==> src/rtl/piece_writer_pkg.sv <==
// Shared types for the piece writer.
//   mode_t  : operation requested by the game-control FSM
//   state_t : piece_writer sequencer states
package piece_writer_pkg;

  typedef enum logic [1:0] {
    MODE_PLACE = 2'b00,
    MODE_ERASE = 2'b01,
    MODE_TRY   = 2'b10,
    MODE_PROBE = 2'b11
  } mode_t;

  typedef enum logic [1:0] {
    S_IDLE  = 2'b00,
    S_CHECK = 2'b01,
    S_WRITE = 2'b10,
    S_DONE  = 2'b11
  } state_t;

  // Modes that read the board before (possibly) writing it.
  function automatic logic is_check(mode_t m);
    return (m == MODE_TRY) || (m == MODE_PROBE);
  endfunction

endpackage

==> src/rtl/piece_writer_if.sv <==
// Bundle between the game-control side (plus board RAM) and the piece writer.
//   en/mode/color/cell_addr : request from game control
//   busy/done/collision     : status back to game control
//   mem_we/mem_addr/mem_wdata/mem_rdata : single-port board RAM bus
// master = game control + RAM environment, slave = piece_writer.
interface piece_writer_if #(
  parameter int N_CELLS = 4,
  parameter int ADDR_W  = 8,
  parameter int DATA_W  = 8
);
  logic                      en;
  logic [1:0]                mode;
  logic [DATA_W-1:0]         color;
  logic [N_CELLS*ADDR_W-1:0] cell_addr;
  logic                      busy;
  logic                      done;
  logic                      collision;
  logic                      mem_we;
  logic [ADDR_W-1:0]         mem_addr;
  logic [DATA_W-1:0]         mem_wdata;
  logic [DATA_W-1:0]         mem_rdata;

  modport master (
    output en, mode, color, cell_addr, mem_rdata,
    input  busy, done, collision, mem_we, mem_addr, mem_wdata
  );

  modport slave (
    input  en, mode, color, cell_addr, mem_rdata,
    output busy, done, collision, mem_we, mem_addr, mem_wdata
  );
endinterface

==> src/rtl/piece_writer_cell_select.sv <==
// Picks cell[idx] out of the flattened cell list and flags whether it lies
// on the board. idx values >= N_CELLS select address 0 and report out of range.
//   cells    : flattened cell addresses, cell i at [i*ADDR_W +: ADDR_W]
//   idx      : cell index
//   addr     : selected address
//   in_range : addr < BOARD_CELLS
module piece_writer_cell_select #(
  parameter int N_CELLS     = 4,
  parameter int ADDR_W      = 8,
  parameter int BOARD_CELLS = 200,
  parameter int IDX_W       = $clog2(N_CELLS + 1)
) (
  input  logic [N_CELLS*ADDR_W-1:0] cells,
  input  logic [IDX_W-1:0]          idx,
  output logic [ADDR_W-1:0]         addr,
  output logic                      in_range
);

  logic hit;

  always_comb begin
    addr = '0;
    hit  = 1'b0;
    for (int i = 0; i < N_CELLS; i++) begin
      if (idx == IDX_W'(i)) begin
        addr = cells[i*ADDR_W +: ADDR_W];
        hit  = 1'b1;
      end
    end
    in_range = hit && (int'(addr) < BOARD_CELLS);
  end

endmodule

==> src/rtl/piece_writer.sv <==
// Writes the N cells of a piece into the board RAM, with erase, collision
// check (try-place / probe) and a guard for wall/floor addresses.
//   clk : system clock (rising edge)
//   rst : synchronous active-low reset
//   bus : request/status and board RAM bus (slave side)
//
//   state   | meaning
//   --------+-----------------------------------------------------------
//   S_IDLE  | waiting for en; captures mode, colour and cells
//   S_CHECK | N+1 cycles: address cell j, evaluate rdata of cell j-1
//   S_WRITE | N cycles: write colour/EMPTY to each on-board cell
//   S_DONE  | one-cycle done pulse, then back to idle
module piece_writer
  import piece_writer_pkg::*;
#(
  parameter int                N_CELLS     = 4,
  parameter int                ADDR_W      = 8,
  parameter int                DATA_W      = 8,
  parameter int                BOARD_CELLS = 200,
  parameter logic [DATA_W-1:0] EMPTY       = '0
) (
  input logic           clk,
  input logic           rst,
  piece_writer_if.slave bus
);

  localparam int IDX_W = $clog2(N_CELLS + 1);

  state_t                    state, state_nxt;
  logic [IDX_W-1:0]          idx, idx_nxt;
  mode_t                     mode_q;
  logic [DATA_W-1:0]         color_q;
  logic [N_CELLS*ADDR_W-1:0] cells_q;
  logic                      acc, acc_nxt;
  logic                      collision_q, collision_nxt;
  logic                      prev_oor;
  logic [ADDR_W-1:0]         sel_addr;
  logic                      sel_in_range;

  piece_writer_cell_select #(
    .N_CELLS(N_CELLS), .ADDR_W(ADDR_W), .BOARD_CELLS(BOARD_CELLS), .IDX_W(IDX_W)
  ) u_sel (
    .cells    (cells_q),
    .idx      (idx),
    .addr     (sel_addr),
    .in_range (sel_in_range)
  );

  always_ff @(posedge clk) begin
    if (!rst) begin
      state       <= S_IDLE;
      idx         <= '0;
      mode_q      <= MODE_PLACE;
      color_q     <= '0;
      cells_q     <= '0;
      acc         <= 1'b0;
      collision_q <= 1'b0;
      prev_oor    <= 1'b0;
    end else begin
      state       <= state_nxt;
      idx         <= idx_nxt;
      acc         <= acc_nxt;
      collision_q <= collision_nxt;
      // Range result of the cell addressed this cycle, used next cycle
      // alongside its read data.
      prev_oor    <= !sel_in_range;
      if (state == S_IDLE && bus.en) begin
        mode_q  <= mode_t'(bus.mode);
        color_q <= bus.color;
        cells_q <= bus.cell_addr;
      end
    end
  end

  always_comb begin
    state_nxt     = state;
    idx_nxt       = idx;
    acc_nxt       = acc;
    collision_nxt = collision_q;
    bus.mem_we    = 1'b0;
    bus.mem_addr  = '0;
    bus.mem_wdata = '0;
    bus.done      = 1'b0;
    bus.busy      = (state != S_IDLE);

    case (state)
      S_IDLE: begin
        if (bus.en) begin
          idx_nxt       = '0;
          acc_nxt       = 1'b0;
          collision_nxt = 1'b0;
          state_nxt     = is_check(mode_t'(bus.mode)) ? S_CHECK : S_WRITE;
        end
      end

      S_CHECK: begin
        bus.mem_addr = sel_addr;
        if (idx != '0)
          acc_nxt = acc | prev_oor | (bus.mem_rdata != EMPTY);
        if (idx == IDX_W'(N_CELLS)) begin
          idx_nxt       = '0;
          collision_nxt = acc_nxt;
          state_nxt     = (mode_q == MODE_TRY && !acc_nxt) ? S_WRITE : S_DONE;
        end else begin
          idx_nxt = idx + IDX_W'(1);
        end
      end

      S_WRITE: begin
        if (sel_in_range) begin
          bus.mem_we    = 1'b1;
          bus.mem_addr  = sel_addr;
          bus.mem_wdata = (mode_q == MODE_ERASE) ? EMPTY : color_q;
        end
        if (idx == IDX_W'(N_CELLS - 1)) begin
          idx_nxt   = '0;
          state_nxt = S_DONE;
        end else begin
          idx_nxt = idx + IDX_W'(1);
        end
      end

      S_DONE: begin
        bus.done  = 1'b1;
        state_nxt = S_IDLE;
      end

      default: state_nxt = S_IDLE;
    endcase

    bus.collision = collision_q;
  end

endmodule

==> src/flat_wrapper.sv <==
// flat-port wrapper written by rule: the top's interface ports become plain ports
module piece_writer_flat import piece_writer_pkg::*;
#(
  parameter int                N_CELLS     = 4,
  parameter int                ADDR_W      = 8,
  parameter int                DATA_W      = 8,
  parameter int                BOARD_CELLS = 200,
  parameter logic [DATA_W-1:0] EMPTY       = '0
)
  (clk, rst, bus_en, bus_mode, bus_color, bus_cell_addr, bus_mem_rdata, bus_busy, bus_done, bus_collision, bus_mem_we, bus_mem_addr, bus_mem_wdata);
  piece_writer_if #(.N_CELLS(N_CELLS), .ADDR_W(ADDR_W), .DATA_W(DATA_W)) bus_i ();
  input logic clk;
  input logic rst;
  input wire logic [$bits(bus_i.en)-1:0] bus_en;
  input wire logic [$bits(bus_i.mode)-1:0] bus_mode;
  input wire logic [$bits(bus_i.color)-1:0] bus_color;
  input wire logic [$bits(bus_i.cell_addr)-1:0] bus_cell_addr;
  input wire logic [$bits(bus_i.mem_rdata)-1:0] bus_mem_rdata;
  output wire logic [$bits(bus_i.busy)-1:0] bus_busy;
  output wire logic [$bits(bus_i.done)-1:0] bus_done;
  output wire logic [$bits(bus_i.collision)-1:0] bus_collision;
  output wire logic [$bits(bus_i.mem_we)-1:0] bus_mem_we;
  output wire logic [$bits(bus_i.mem_addr)-1:0] bus_mem_addr;
  output wire logic [$bits(bus_i.mem_wdata)-1:0] bus_mem_wdata;
  assign bus_i.en = bus_en;
  assign bus_i.mode = bus_mode;
  assign bus_i.color = bus_color;
  assign bus_i.cell_addr = bus_cell_addr;
  assign bus_i.mem_rdata = bus_mem_rdata;
  assign bus_busy = bus_i.busy;
  assign bus_done = bus_i.done;
  assign bus_collision = bus_i.collision;
  assign bus_mem_we = bus_i.mem_we;
  assign bus_mem_addr = bus_i.mem_addr;
  assign bus_mem_wdata = bus_i.mem_wdata;
  piece_writer #(.N_CELLS(N_CELLS), .ADDR_W(ADDR_W), .DATA_W(DATA_W), .BOARD_CELLS(BOARD_CELLS), .EMPTY(EMPTY)) u_core (.clk(clk), .rst(rst), .bus(bus_i));
endmodule
==> config.mk <==
export PLATFORM = sky130hd
export DESIGN_NAME = piece_writer_flat
export DESIGN_NICKNAME = d
export VERILOG_FILES = /design/src/rtl/piece_writer_pkg.sv /design/src/rtl/piece_writer_if.sv /design/src/rtl/piece_writer_cell_select.sv /design/src/rtl/piece_writer.sv /design/src/flat_wrapper.sv
export SDC_FILE = /design/constraint.sdc
export NUM_CORES = 1
export LEC_CHECK = 0
export CORE_MARGIN = 4
export CORE_UTILIZATION = 45
export CTS_CLUSTER_SIZE = 25
export DETAILED_ROUTE_END_ITERATION = 16
export DONT_BUFFER_PORTS = 1
export PLACE_DENSITY = 0.68
export SYNTH_ARGS = -nofsm -noshare
export SYNTH_HDL_FRONTEND = slang
export SYNTH_HIERARCHICAL = 1
export SYNTH_SLANG_ARGS = --single-unit
export TNS_END_PERCENT = 50
==> constraint.sdc <==
create_clock -name clk -period 2.8 [get_ports clk]
set_input_delay 0.56 -clock clk [delete_from_list [all_inputs] [get_ports clk]]
set_output_delay 0.56 -clock clk [all_outputs]
set_load 0.005 [all_outputs]
==> results.ini <==
[run_status]
status = finished with violations
violations = setup timing

[floorplan]
initial_core_util_pct = 46.19
die_h_um = 83.19
fp.dieW_um = 83.19
placementRows = 27
coreArea_um2 = 5507
pin_count = 73
dieArea_um2 = 6920

[synth]
syn_inst = 292
ys_ff_latch = 50
synth_cell_types = 36
synthTopCellsByArea = dfxtp_1 39%, nand2_1 13%, a21boi_1 12%
ys_warn_count = 6
syn_area_um2 = 2544
async_flop_share_pct = 0
seq_area_frac_synth_pct = 39.35
synth-main-ff-cell = dfxtp_1
synth.largest_area_cell = dfxtp_1
avgSynthCellArea_um2 = 8.711
synth_top_area_share_pct = 39.35
synth_fp_nets = 355
synth_edf_count = 0

[power]
pwr-share-seq_pct = 39.5
power.leakage_nw = 1.106
p_per_area_nw_per_um2 = 838.4
ir_worst_vdd_mv = 0.3296
p_clk_share_pct = 21.6
p_sw_w = 0.0008498
p_comb_share_pct = 38.9
p_sw_share_pct = 36.41
internal_power_w = 0.001484

[route]
wl_per_cell_um = 15.16
antenna_left = 0
wl_um = 5535
firstDrtPassIters = 4
route.detailed.drc = 0
drtIter0Drc = 58
via_per_inst = 5.304
vias = 1936

[worst_setup_path]
worst-path-buf-inv = 1
crit_top_cell = and2_4
ff2ff_setup_slack_ns = 1.10
path_delay_family = simple AND/OR/NAND/NOR gates
path_max_fanout = 8
critPathMaxStageDelay_ns = 0.50
worstSetupPathType = reg -> out
arrival_ns = 2.35
worstPathRequired_ns = 2.24
slowest_stage = mux4_2
rr_worst_depth = 5
worstReg2RegStart = u_core/idx[0]
cp_cell_sequence = mux4_2 -> or3_4 -> a31oi_4 -> and2_4 -> a21boi_2 -> buf_6 -> and2_4
critPathLaunch = u_core/idx[0]
rr_endpoint = u_core/prev_oor
end_kind = output pin
startpoint_type = flip-flop

[cells_and_area]
layout-drive-gt1-share_pct = 13.31
synthToLayoutAreaGrowth_pct = 9.444
fin_nets = 355
layout_common_cells = 91 x nand2_1, 49 x dfxtp_1, 40 x a21boi_1
multi_input_area_um2 = 1475
insertedDiodeCount = 0
layout_commonest_cell = nand2_1
seq_area_um2 = 1005
nFillCells = 536

[flow_run]
drv_cap = 0

[global_routing]
grt_pass1_wl_um = 9177
grt_pass1_vias = 1912
antenna_found_initial = 0
overflow = 0
grt_max_degree = 52
grt.total_usage_pct = 16.07

[placement]
dp_hpwl_um = 3967
place.gp.congestion = 0.7960
port_buffers = 0
place_ws_ns = 0.05904

[timing]
hold_viol = 0
period_needed_ns = 2.909
worst_pin_slew_ns = 0.4222
setup_slack_ns = -0.1093
setup_viol = 16
grt_setup_unrepaired = true
post-route-period-util_pct = 103.9
skew_ns = 0.007634
finalSetupTns_ns = -1.028
timing.fmax_mhz = 343.7
slew_headroom_pct = 71.85
slew_violations = 0

[clock_tree]
cts_htree_levels = 2
clockBufferDepth = 2
tritoncts = built
root_buffer = clkbuf_8
cts_buffers = 5
insertion_delay_ns = 0.30
clock_sinks = 50
cts_hold_buf = 0
path_clk_slew_ns = 0.10

[worst_hold_path]
min_path_type = in -> reg
whs_path_depth = 2
hp-start = bus_cell_addr[24]
holdPathEnd = u_core/cells_q[24]

==> per-layer routing <==
metal	global-route usage [%]	share of wire, %	up-vias
met1	21.31	46	892
met4	4.606	1.4	0
met5	0	0	-
li1	-	-	975
met2	25.95	47	60
met3	3.968	5.4	9
==> metrics by stage <==
stage	cells	hold slack, ns	total power, W	area [um^2]	utilization (%)
CTS	365	0.3765	0.002343	2768	50.26
global placement	355	0.4369	0.001785	2613	47.44
finish	365	0.3801	0.002334	2784	50.56
floorplan	292	0.4303	0.001600	2544	-
global route	365	0.3712	0.002512	2784	50.56
detailed placement	355	0.4406	0.001799	2613	47.44
==> how the worst max path moves through the flow <==
stage / end / slack, ns / cells after the start
2_1_floorplan: bus_mem_wdata[0] / 0.11 / 7
3_3_place_gp: bus_mem_wdata[7] / 0.09 / 7
3_5_place_dp: bus_mem_wdata[3] / 0.06 / 7
4_1_cts: bus_mem_wdata[5] / -0.12 / 7
5_1_grt: bus_mem_wdata[5] / -0.20 / 7
6_report: bus_mem_wdata[6] / -0.11 / 7
==> synth_stat cells (2+ instances only) <==
master,count
clkbuf_1,10
inv_1,8
nand3_1,4
ha_1,10
mux4_1,6
o2111ai_1,2
buf_2,5
nand2_1,91
and2_1,18
nor2_1,4
nand2b_1,2
a21boi_0,6
nor2b_1,11
a21boi_1,40
dfxtp_1,50
a21oi_1,2
nor4_1,2
mux4_2,2
or3_1,2
==> cells by family (layout without fill, tap and decap cells) <==
family,Yosys count,in the layout,share of synthesized area (%)
and+or+nand+nor,139,139,25.23
AOI/OAI and AO/OA,59,59,17.91
DFF,50,50,39.35
buffers and inverters,25,26,4.230
adders and majority gates,10,10,4.919
muxes,9,9,8.362
==> worst register-to-register path, cell delays in order, from the launching register on <==
cell and delay, ns:
dfxtp_4 0.38, mux4_2 0.50, or3_4 0.41, a31oi_4 0.15
buf_4 0.13, nor2b_1 0.04
==> cell type report <==
type                            count  share of cell area [%]
Clock buffer                        5                   2.472
Clock inverter                      3                   1.438
Inverter                            9                   1.213
Multi-Input combinational cell    217                   52.99
Sequential cell                    50                   36.09
Tap cell                           72                   3.236
Timing Repair Buffer                9                   2.562
==> registers in the layout, summed over array words and instances (netlist names) <==
name	count
u_core/color_q	8
u_core/state	2
u_core/bus.collision	1
u_core/prev_oor	1
u_core/mode_q	2
u_core/cells_q	32
u_core/acc	1
u_core/idx	3
==> repair_timing <==
item,CTS,global route
gates resized for setup,13,4
setup buffers,2,0
setup endpoints to repair,16,16
endpoints found under the hold margin,0,0
gates cloned,0,0
pin swaps,11,0
==> power groups by stage <==
stage / combinational, W / sequential (W) / clock, W
after floorplan: 0.000698 / 0.000902 / 0
after global placement: 0.000853 / 0.000932 / 0
after detailed placement: 0.000865 / 0.000934 / 0
after CTS: 0.000904 / 0.000921 / 0.000519
after global routing: 0.00102 / 0.000939 / 0.000552
final: 0.000908 / 0.000922 / 0.000504
No activity file was read; power rests on OpenSTA's default activity.
